===== config.mk =====
export PLATFORM = sky130hd
export DESIGN_NAME = decoder_pipe
export DESIGN_NICKNAME = d
export VERILOG_FILES = /design/src/rtl/decoder_pkg.sv /design/src/rtl/decoder_comb.sv /design/src/rtl/decoder_pipe.sv
export SDC_FILE = /design/constraint.sdc
export NUM_CORES = 1
export LEC_CHECK = 0
export ABC_AREA = 1
export CAP_MARGIN = 20
export CORE_MARGIN = 1.5
export CORE_UTILIZATION = 54
export CTS_CLUSTER_DIAMETER = 60
export DETAILED_ROUTE_END_ITERATION = 10
export GPL_ROUTABILITY_DRIVEN = 0
export PLACE_DENSITY_LB_ADDON = 0.08
export SYNTH_ARGS = -nofsm -noshare
export SYNTH_HDL_FRONTEND = slang
export SYNTH_SLANG_ARGS = --single-unit

===== constraint.sdc =====
create_clock -name clk -period 1.6 [get_ports clk]
set_input_delay 0.32 -clock clk [delete_from_list [all_inputs] [get_ports clk]]
set_output_delay 0.32 -clock clk [all_outputs]
set_load 0.1 [all_outputs]

===== src/rtl/decoder_pkg.sv =====
// Shared types for the decoder pipeline: decode-mode and buffer-occupancy enums.
package decoder_pkg;

  typedef enum logic [1:0] {
    MODE_ONEHOT = 2'b00,
    MODE_THERM  = 2'b01,
    MODE_INV    = 2'b10,
    MODE_RSVD   = 2'b11
  } mode_e;

  typedef enum logic [1:0] {
    ST_EMPTY = 2'b00,
    ST_ONE   = 2'b01,
    ST_TWO   = 2'b10
  } state_e;

endpackage


===== src/rtl/decoder_comb.sv =====
// Combinational code-to-word decoder (one-hot / thermometer / inverted one-hot).
// The err_o port and its logic exist only when DECODER_RANGE_CHK_EN is defined.
module decoder_comb
  import decoder_pkg::*;
#(
  parameter int IN_W  = 4,
  parameter int OUT_W = 16
) (
  input  logic [IN_W-1:0]  code_i,
  input  logic [1:0]       mode_i,
  output logic [OUT_W-1:0] data_o
`ifdef DECODER_RANGE_CHK_EN
  ,
  output logic             err_o
`endif
);

  mode_e       w_mode;
  logic [31:0] w_code;
  logic        w_in_range;

  assign w_mode     = mode_e'(mode_i);
  assign w_code     = 32'(code_i);
  assign w_in_range = (w_code < 32'(OUT_W));

  always_comb begin
    data_o = '0;
    for (int b = 0; b < OUT_W; b++) begin
      case (w_mode)
        MODE_ONEHOT: data_o[b] = (w_code == 32'(b));
        MODE_THERM:  data_o[b] = (w_code >= 32'(b));
        MODE_INV:    data_o[b] = (w_code != 32'(b));
        default:     data_o[b] = 1'b0;
      endcase
    end
    // Codes that name a bit beyond the output word decode to nothing.
    if (!w_in_range) data_o = '0;
  end

`ifdef DECODER_RANGE_CHK_EN
  assign err_o = (w_mode == MODE_RSVD) || !w_in_range;
`endif

endmodule


===== src/rtl/decoder_pipe.sv =====
// Decoder with a two-entry (output + skid) valid/ready buffer and an accept counter.
// Define DECODER_RANGE_CHK_EN to flag reserved modes and out-of-range codes on err_o.
module decoder_pipe
  import decoder_pkg::*;
#(
  parameter int IN_W  = 4,
  parameter int OUT_W = 16,
  parameter int CNT_W = 16
) (
  input  logic             clk,
  input  logic             rst_n,
  input  logic             in_valid_i,
  output logic             in_ready_o,
  input  logic [IN_W-1:0]  decoder_i,
  input  logic [1:0]       mode_i,
  output logic             out_valid_o,
  input  logic             out_ready_i,
  output logic [OUT_W-1:0] decoder_o,
  output logic             err_o,
  output logic [CNT_W-1:0] count_o
);

  state_e           r_state, w_state_next;
  logic             r_in_ready;
  logic [OUT_W-1:0] r_out_data, r_skid_data, w_dec_data;
  logic [CNT_W-1:0] r_count;
  logic             w_accept, w_drain;
  logic             w_load_out, w_load_skid, w_out_from_skid;

`ifdef DECODER_RANGE_CHK_EN
  logic w_dec_err, r_out_err, r_skid_err;
`endif

  decoder_comb #(
    .IN_W  (IN_W),
    .OUT_W (OUT_W)
  ) u_decoder_comb (
    .code_i (decoder_i),
    .mode_i (mode_i),
    .data_o (w_dec_data)
`ifdef DECODER_RANGE_CHK_EN
    ,
    .err_o  (w_dec_err)
`endif
  );

  assign w_accept = in_valid_i && r_in_ready;
  assign w_drain  = out_valid_o && out_ready_i;

  // in_ready is registered from the next state, so out_ready_i never reaches it combinationally.
  always_ff @(posedge clk or negedge rst_n) begin
    if (!rst_n) begin
      r_state    <= ST_EMPTY;
      r_in_ready <= 1'b1;
    end else begin
      r_state    <= w_state_next;
      r_in_ready <= (w_state_next != ST_TWO);
    end
  end

  always_comb begin
    w_state_next = r_state;
    case (r_state)
      ST_EMPTY: if (w_accept) w_state_next = ST_ONE;
      ST_ONE: begin
        if (w_accept && !w_drain)      w_state_next = ST_TWO;
        else if (!w_accept && w_drain) w_state_next = ST_EMPTY;
      end
      ST_TWO:   if (w_drain) w_state_next = ST_ONE;
      default:  w_state_next = ST_EMPTY;
    endcase
  end

  always_comb begin
    out_valid_o     = (r_state != ST_EMPTY);
    in_ready_o      = r_in_ready;
    w_load_out      = 1'b0;
    w_load_skid     = 1'b0;
    w_out_from_skid = 1'b0;
    case (r_state)
      ST_EMPTY: w_load_out = w_accept;
      ST_ONE: begin
        w_load_out  = w_accept && w_drain;
        w_load_skid = w_accept && !w_drain;
      end
      ST_TWO: begin
        w_load_out      = w_drain;
        w_out_from_skid = 1'b1;
      end
      default: ;
    endcase
  end

  always_ff @(posedge clk or negedge rst_n) begin
    if (!rst_n) begin
      r_out_data  <= '0;
      r_skid_data <= '0;
`ifdef DECODER_RANGE_CHK_EN
      r_out_err   <= 1'b0;
      r_skid_err  <= 1'b0;
`endif
    end else begin
      if (w_load_out) begin
        r_out_data <= w_out_from_skid ? r_skid_data : w_dec_data;
`ifdef DECODER_RANGE_CHK_EN
        r_out_err  <= w_out_from_skid ? r_skid_err : w_dec_err;
`endif
      end
      if (w_load_skid) begin
        r_skid_data <= w_dec_data;
`ifdef DECODER_RANGE_CHK_EN
        r_skid_err  <= w_dec_err;
`endif
      end
    end
  end

  always_ff @(posedge clk or negedge rst_n) begin
    if (!rst_n)        r_count <= '0;
    else if (w_accept) r_count <= r_count + CNT_W'(1);
  end

  assign decoder_o = r_out_data;
  assign count_o   = r_count;
`ifdef DECODER_RANGE_CHK_EN
  assign err_o = r_out_err;
`else
  assign err_o = 1'b0;
`endif

endmodule


# Word level (Yosys, flattened, before mapping)
# Cells that the tools add are included.
dict set report word_totals {
  regBits 51
  latch_bits 0
  ramBits 0
  romBits 0
  inputBits 10
  output_inout_bits 35
  elab_cells 96
  mem_count 0
}
dict set report classes {
  n_addsub 1
  mul 0
  div 0
  order_cmp 17
  n_eq_ne 35
  shift 0
  n_mux 26
  n_bitwise 0
  reduce_logical 12
}
# cell count
set ops {}
lappend ops {{1-bit case mux with 3 select lines} 17}
lappend ops {{4-bit equality test (second input constant)} 8}
lappend ops {{4-bit greater-or-equal comparator (second input constant)} 8}
lappend ops {{32-bit zero test} 1}
lappend ops {{16-bit 2-to-1 mux} 2}
lappend ops {{4-bit != test (second input constant)} 8}
lappend ops {{32-bit nonzero test} 1}
lappend ops {{16-bit by 1-bit adder with 16-bit output (second input constant)} 1}
lappend ops {{4-bit by 3-bit equality test with 1-bit output (second input constant)} 4}
lappend ops {{4-bit by 3-bit greater-or-equal comparator with 1-bit output (second input constant)} 4}
lappend ops {{4-bit by 3-bit != test with 1-bit output (second input constant)} 4}
lappend ops {{4-bit by 2-bit equality test with 1-bit output (second input constant)} 2}
lappend ops {{4-bit by 1-bit greater-or-equal comparator with 1-bit output (second input constant)} 2}
lappend ops {{4-bit by 2-bit greater-or-equal comparator with 1-bit output (second input constant)} 2}
lappend ops {{2-bit 2-to-1 mux} 4}
lappend ops {{4-bit by 2-bit != test with 1-bit output (second input constant)} 2}
lappend ops {{2-bit case mux with 3 select lines} 1}
lappend ops {{1-bit logical AND} 5}
lappend ops {{4-bit by 5-bit less-than comparator with 1-bit output (second input constant)} 1}
lappend ops {{2-bit by 1-bit equality test with 1-bit output (second input constant)} 2}
lappend ops {{2-bit equality test (second input constant)} 2}
lappend ops {{4-bit by 1-bit equality test with 1-bit output (second input constant)} 1}
lappend ops {{2-bit zero test} 2}
lappend ops {{4-bit by 1-bit != test with 1-bit output (second input constant)} 1}
lappend ops {{4 further kinds} 6}

# Logic depth before layout (Yosys ltp)
dict set report depth {
  word_depth 7
  mapped_depth 9
  ltp_nobuf 9
}

# Modules after synthesis
# From an unflattened synthesis, not the netlist that was laid out.
dict set report hier_totals {
  hier_cells 398
  hier_area_um2 2841.5
}
# mod instances cells_per_inst area_each_um2 seq_area_each_um2
set by_module_without_submodules {}
lappend by_module_without_submodules {decoder_pipe 1 286 2363.5 1277.5}
lappend by_module_without_submodules {decoder_comb 1 112 478.0 0.0}

# Worst setup path before layout
# No wires, ideal clock.
dict set report synth_timing {
  kind {register to register}
  start {reg r_count[0] (netlist: count_o[0])}
  end {reg r_count[14] (netlist: count_o[14])}
  setup_ps 122
  arrival_time_ps 1957
  t_required_ps 1478
  setup_slack_ps -480
  stages_incl_launch_ff 9
  path_buffers 0
  period_less_slack_ps 2080
  path_cell_list {dfrtp_1 > ha_1 > inv_1 > nor2_2 > nand3_1 > nor2_2 > nand3_1 > nand2_1 > nand2_1}
}
dict set report synth_via {
  elab_chain_len 1
}
# element line_no
set synth_rtl {}
lappend synth_rtl {{start: declaration} decoder_pipe.sv:26} ;# logic [CNT_W-1:0] r_count;
lappend synth_rtl {{start signal: assignment} decoder_pipe.sv:120} ;# else if (w_accept) r_count <= r_count + CNT_W'(1);
lappend synth_rtl {{16-bit by 1-bit adder with 16-bit output} decoder_pipe.sv:120}
# Every way passes these cells.
# A chain may end at the register's enable or synchronous reset.

# Worst setup path in the final report
dict set report layout_timing {
  start {reg r_in_ready (netlist: in_ready_o)}
  end {reg r_skid_data[10]}
}
dict set report layout_via {
  elab_chain_len 3
}
# element line_no
set layout_rtl {}
lappend layout_rtl {{start: declaration} decoder_pipe.sv:24} ;# logic r_in_ready;
lappend layout_rtl {{start signal: assignment} decoder_pipe.sv:57} ;# r_in_ready <= (w_state_next != ST_TWO);
lappend layout_rtl {{1-bit logical AND} decoder_pipe.sv:47} ;# assign w_accept = in_valid_i && r_in_ready;
lappend layout_rtl {{1-bit logical AND} decoder_pipe.sv:84} ;# w_load_skid = w_accept && !w_drain;
lappend layout_rtl {{1-bit 2-to-1 mux} decoder_pipe.sv:80} ;# case (r_state)
lappend layout_rtl {{end signal: assignment} decoder_pipe.sv:110} ;# r_skid_data <= w_dec_data;
lappend layout_rtl {{end: declaration} decoder_pipe.sv:25} ;# logic [OUT_W-1:0] r_out_data, r_skid_data, w_dec_data;
# Every way passes these cells.

==> flow_metrics.tcl <==
set metrics [dict create \
    clock_transition_at_the_registers_of_the_reported_paths_ps 90 \
    pre_cts_slack_ps -401 \
    worst_slack_ps 27.8 \
    vias_per_cell 5.62 \
    cellLeakagePower_uw 0.00201 \
    timing.critical_path.from_type "register" \
    wire_length_of_the_first_global_routing_pass_mm 12.4 \
    synthTopCellsByCount "sky130_fd_sc_hd__nand2_1, sky130_fd_sc_hd__nor2_1, sky130_fd_sc_hd__dfrtp_1" \
    port_buffers 43 \
    nNetsFinal 469 \
    hold_class "reg2reg" \
    cp_data_required_time_ps 1790 \
    tightest_slew_ps 503 \
    peakVddDrop_uv 1540 \
    finalSetupViolations 0 \
    min_period_over_period_pct 98.3 \
    relative_max_transition_margin_pct 66.4 \
    yosys-mux-area-fraction_pct 0 \
    area_share_of_xor_xnor_cells_in_the_synthesized_design_pct 3.11 \
    synth_async_sr_flop_share_pct 100 \
    synth_largest_area_cell "sky130_fd_sc_hd__dfrtp_1" \
    rsz0062_at_grt "yes" \
    synth.yosys.seq_area_share_pct 45.3 \
    drt-initial-drc-count 163 \
    io_pins 45 \
    cts_sinks 51 \
    post_route_cells_drive_above_1_share_pct 26.6 \
    postSynthRegisterBits 51 \
    detail_route.first_pass.iterations 6 \
    fin_skew_ps 6.51 \
    die_w_microns 75.2 \
    syn-num-nets 394 \
    hpwlAfterDp_mm 5.30 \
    start_util_pct 55.5 \
    ant_nets 0 \
    route.vias.total 2972 \
    detailed_place.area_sq_um 3890 \
    clockRootBuffer "sky130_fd_sc_hd__clkbuf_8" \
    area.sequential_sq_um 1310 \
    multi_input_area_sq_um 1470 \
    power.density_cell_area_nw_per_um2 1990 \
    post_synth_and_or_nand_nor_area_fraction_pct 37.5 \
    syn-cell-area_sq_um 2820 \
    grt_antenna_before_repair 0 \
    core_area_sq_um 5070 \
    top_cells_by_area_in_the_synthesized_netlist "sky130_fd_sc_hd__dfrtp_1, sky130_fd_sc_hd__nand2_1, sky130_fd_sc_hd__nor2_1, sky130_fd_sc_hd__nand3_1, sky130_fd_sc_hd__o21ai_0" \
    antennaDiodeCount 0 \
    cell_variety_after_synth 28 \
    drv_slew 0 \
    grt.total_usage_pct 29.1 \
    syn-instance-count 383 \
    cts_inserted_buffers 5 \
    fmaxAchievable_mhz 636 \
    synth.avg_cell_area_sq_um 7.36 \
    routed_wirelength_mm 8.02 \
    critical_path.endpoint_type "register" \
    outcome "completed" \
    finalCriticalPeriod_ps 1570 \
    die_h_microns 75.2 \
    synth.yosys.warnings 0 \
    number_of_enable_type_register_cells_in_the_synthesized_netlist 0 \
    ctsHtreeMaxLevel 2 \
    dominantRegCellSynth "sky130_fd_sc_hd__dfrtp_1" \
    grt_max_degree 24 \
    combinational_family_with_the_most_area_after_synthesis "simple AND/OR/NAND/NOR gates" \
    post_synth_top_area_share_pct 44.4 \
    area_growth_pct 46.3 \
    insertion_delay_ps 310 \
    clk_buf_depth 2 \
    max_cap_viol_count 0 \
    crit_path_kind "reg2reg" \
    global_route.overflow_total 0 \
    cell_with_the_most_instances_after_synthesis "sky130_fd_sc_hd__nand2_1" \
    tns_ps 0 \
    post-route-cell-area_sq_um 4120 \
    timing.critical_path.arrival_ps 1760 \
    first_global_vias 2727 \
    finalHoldViolations 0 \
    adder_cell_share_of_the_synthesized_area_pct 0.444 \
    drt_drc_violations_left 0 \
    worst-path-max-fanout 14 \
    wl_per_cell_microns 15.2 \
    fill_cells 322 \
    tritoncts "done" \
    row_count 26 \
    die-area_sq_um 5660 \
    synth-compound-area-share_pct 7.10 \
]
-- kinds of logic (layout without fill, tap and decap cells) --
logic type                 after synthesis  after routing
AOI/OAI and AO/OA                       35             37
DFF                                     51             51
adders and majority gates                1              1
xor gates and xnor gates                10             10
other                                    1              1
buffers and inverters                   38            112
and+or+nand+nor                        247            247
-- area by class of cell --
type / instances / share of cell area [%]
multi-input combinational: 296 / 35.8
sequential: 51 / 31.7
timing repair buffer: 76 / 25.9
inverter: 28 / 2.61
tap: 70 / 2.12
clock buffer: 7 / 1.85
clock inverter: 1 / 0.121
-- layer usage --
metal | wire (microns) | GRT usage (%) | vias up
met4 | 313 | 11.7 | 0
met3 | 527 | 4.82 | 33
met2 | 4100 | 51.0 | 154
met1 | 3080 | 35.9 | 1406
met5 | 0 | 0 | -
li1 | - | - | 1379
-- sequential cells by signal (all words and copies together), names as in the netlist --
register,count
r_state,2
in_ready_o,1
count_o,16
decoder_o,16
r_skid_data,16
-- timing repair --
| item | 4_1_cts | 5_1_grt |
|---|---|---|
| resized for setup | 4 | 24 |
| hold endpoints to repair | 16 | 0 |
| setup buffers | 1 | 3 |
| gates cloned | 1 | 1 |
| setup endpoints to repair | 14 | 29 |
| pin swaps | 2 | 5 |
| hold buffers | 1 | 0 |
-- layout by cell type (no fill, tap or decap), drive strengths merged, types with 4 or more instances in the layout --
master and n:
nor2 65, inv 28, dfrtp 50, xor2 4, o21ai 29, dlymetal6s2s 5
nand3 36, buf 67, nand4 8, clkbuf 7, xnor2 6, nand2 134
-- power by group --
part,internal (uW),switching (uW)
registers,1810,548
logic,1770,3350
clock network,308,422
total,3890,4320
-- path summary, 6_finish.rpt --
check	cells after the start	endpoint	from	slack (ps)
max	6	r_skid_data[10]	in_ready_o	30
min	2	r_skid_data[2]	r_skid_data[2]	480
max reg2reg	6	r_skid_data[10]	in_ready_o	30
min reg2reg	2	r_skid_data[2]	r_skid_data[2]	480
max in group asynchronous	3	r_state[0]	rst_n	500
min in group asynchronous	2	count_o[1]	rst_n	490
-- per-stage QoR --
stage | hold WS (ps) | util (%) | cells | power (uW)
after floorplan | 24.4 | - | 383 | 5360
after global placement | 278 | 76.7 | 514 | 7060
after detailed placement | 277 | 76.7 | 514 | 7200
after CTS | 480 | 79.3 | 525 | 8030
after global routing | 510 | 81.2 | 529 | 8580
final | 479 | 81.2 | 529 | 8210
-- worst max-delay path: stages (launching register included) --
cell and delay (ps):
sky130_fd_sc_hd__dfstp_4 680, sky130_fd_sc_hd__nand2_8 90, sky130_fd_sc_hd__nor3_4 270, sky130_fd_sc_hd__buf_12 180, sky130_fd_sc_hd__inv_4 80, sky130_fd_sc_hd__nand2_1 90, sky130_fd_sc_hd__nand2_1 60
(Power assumes the default switching activity.)
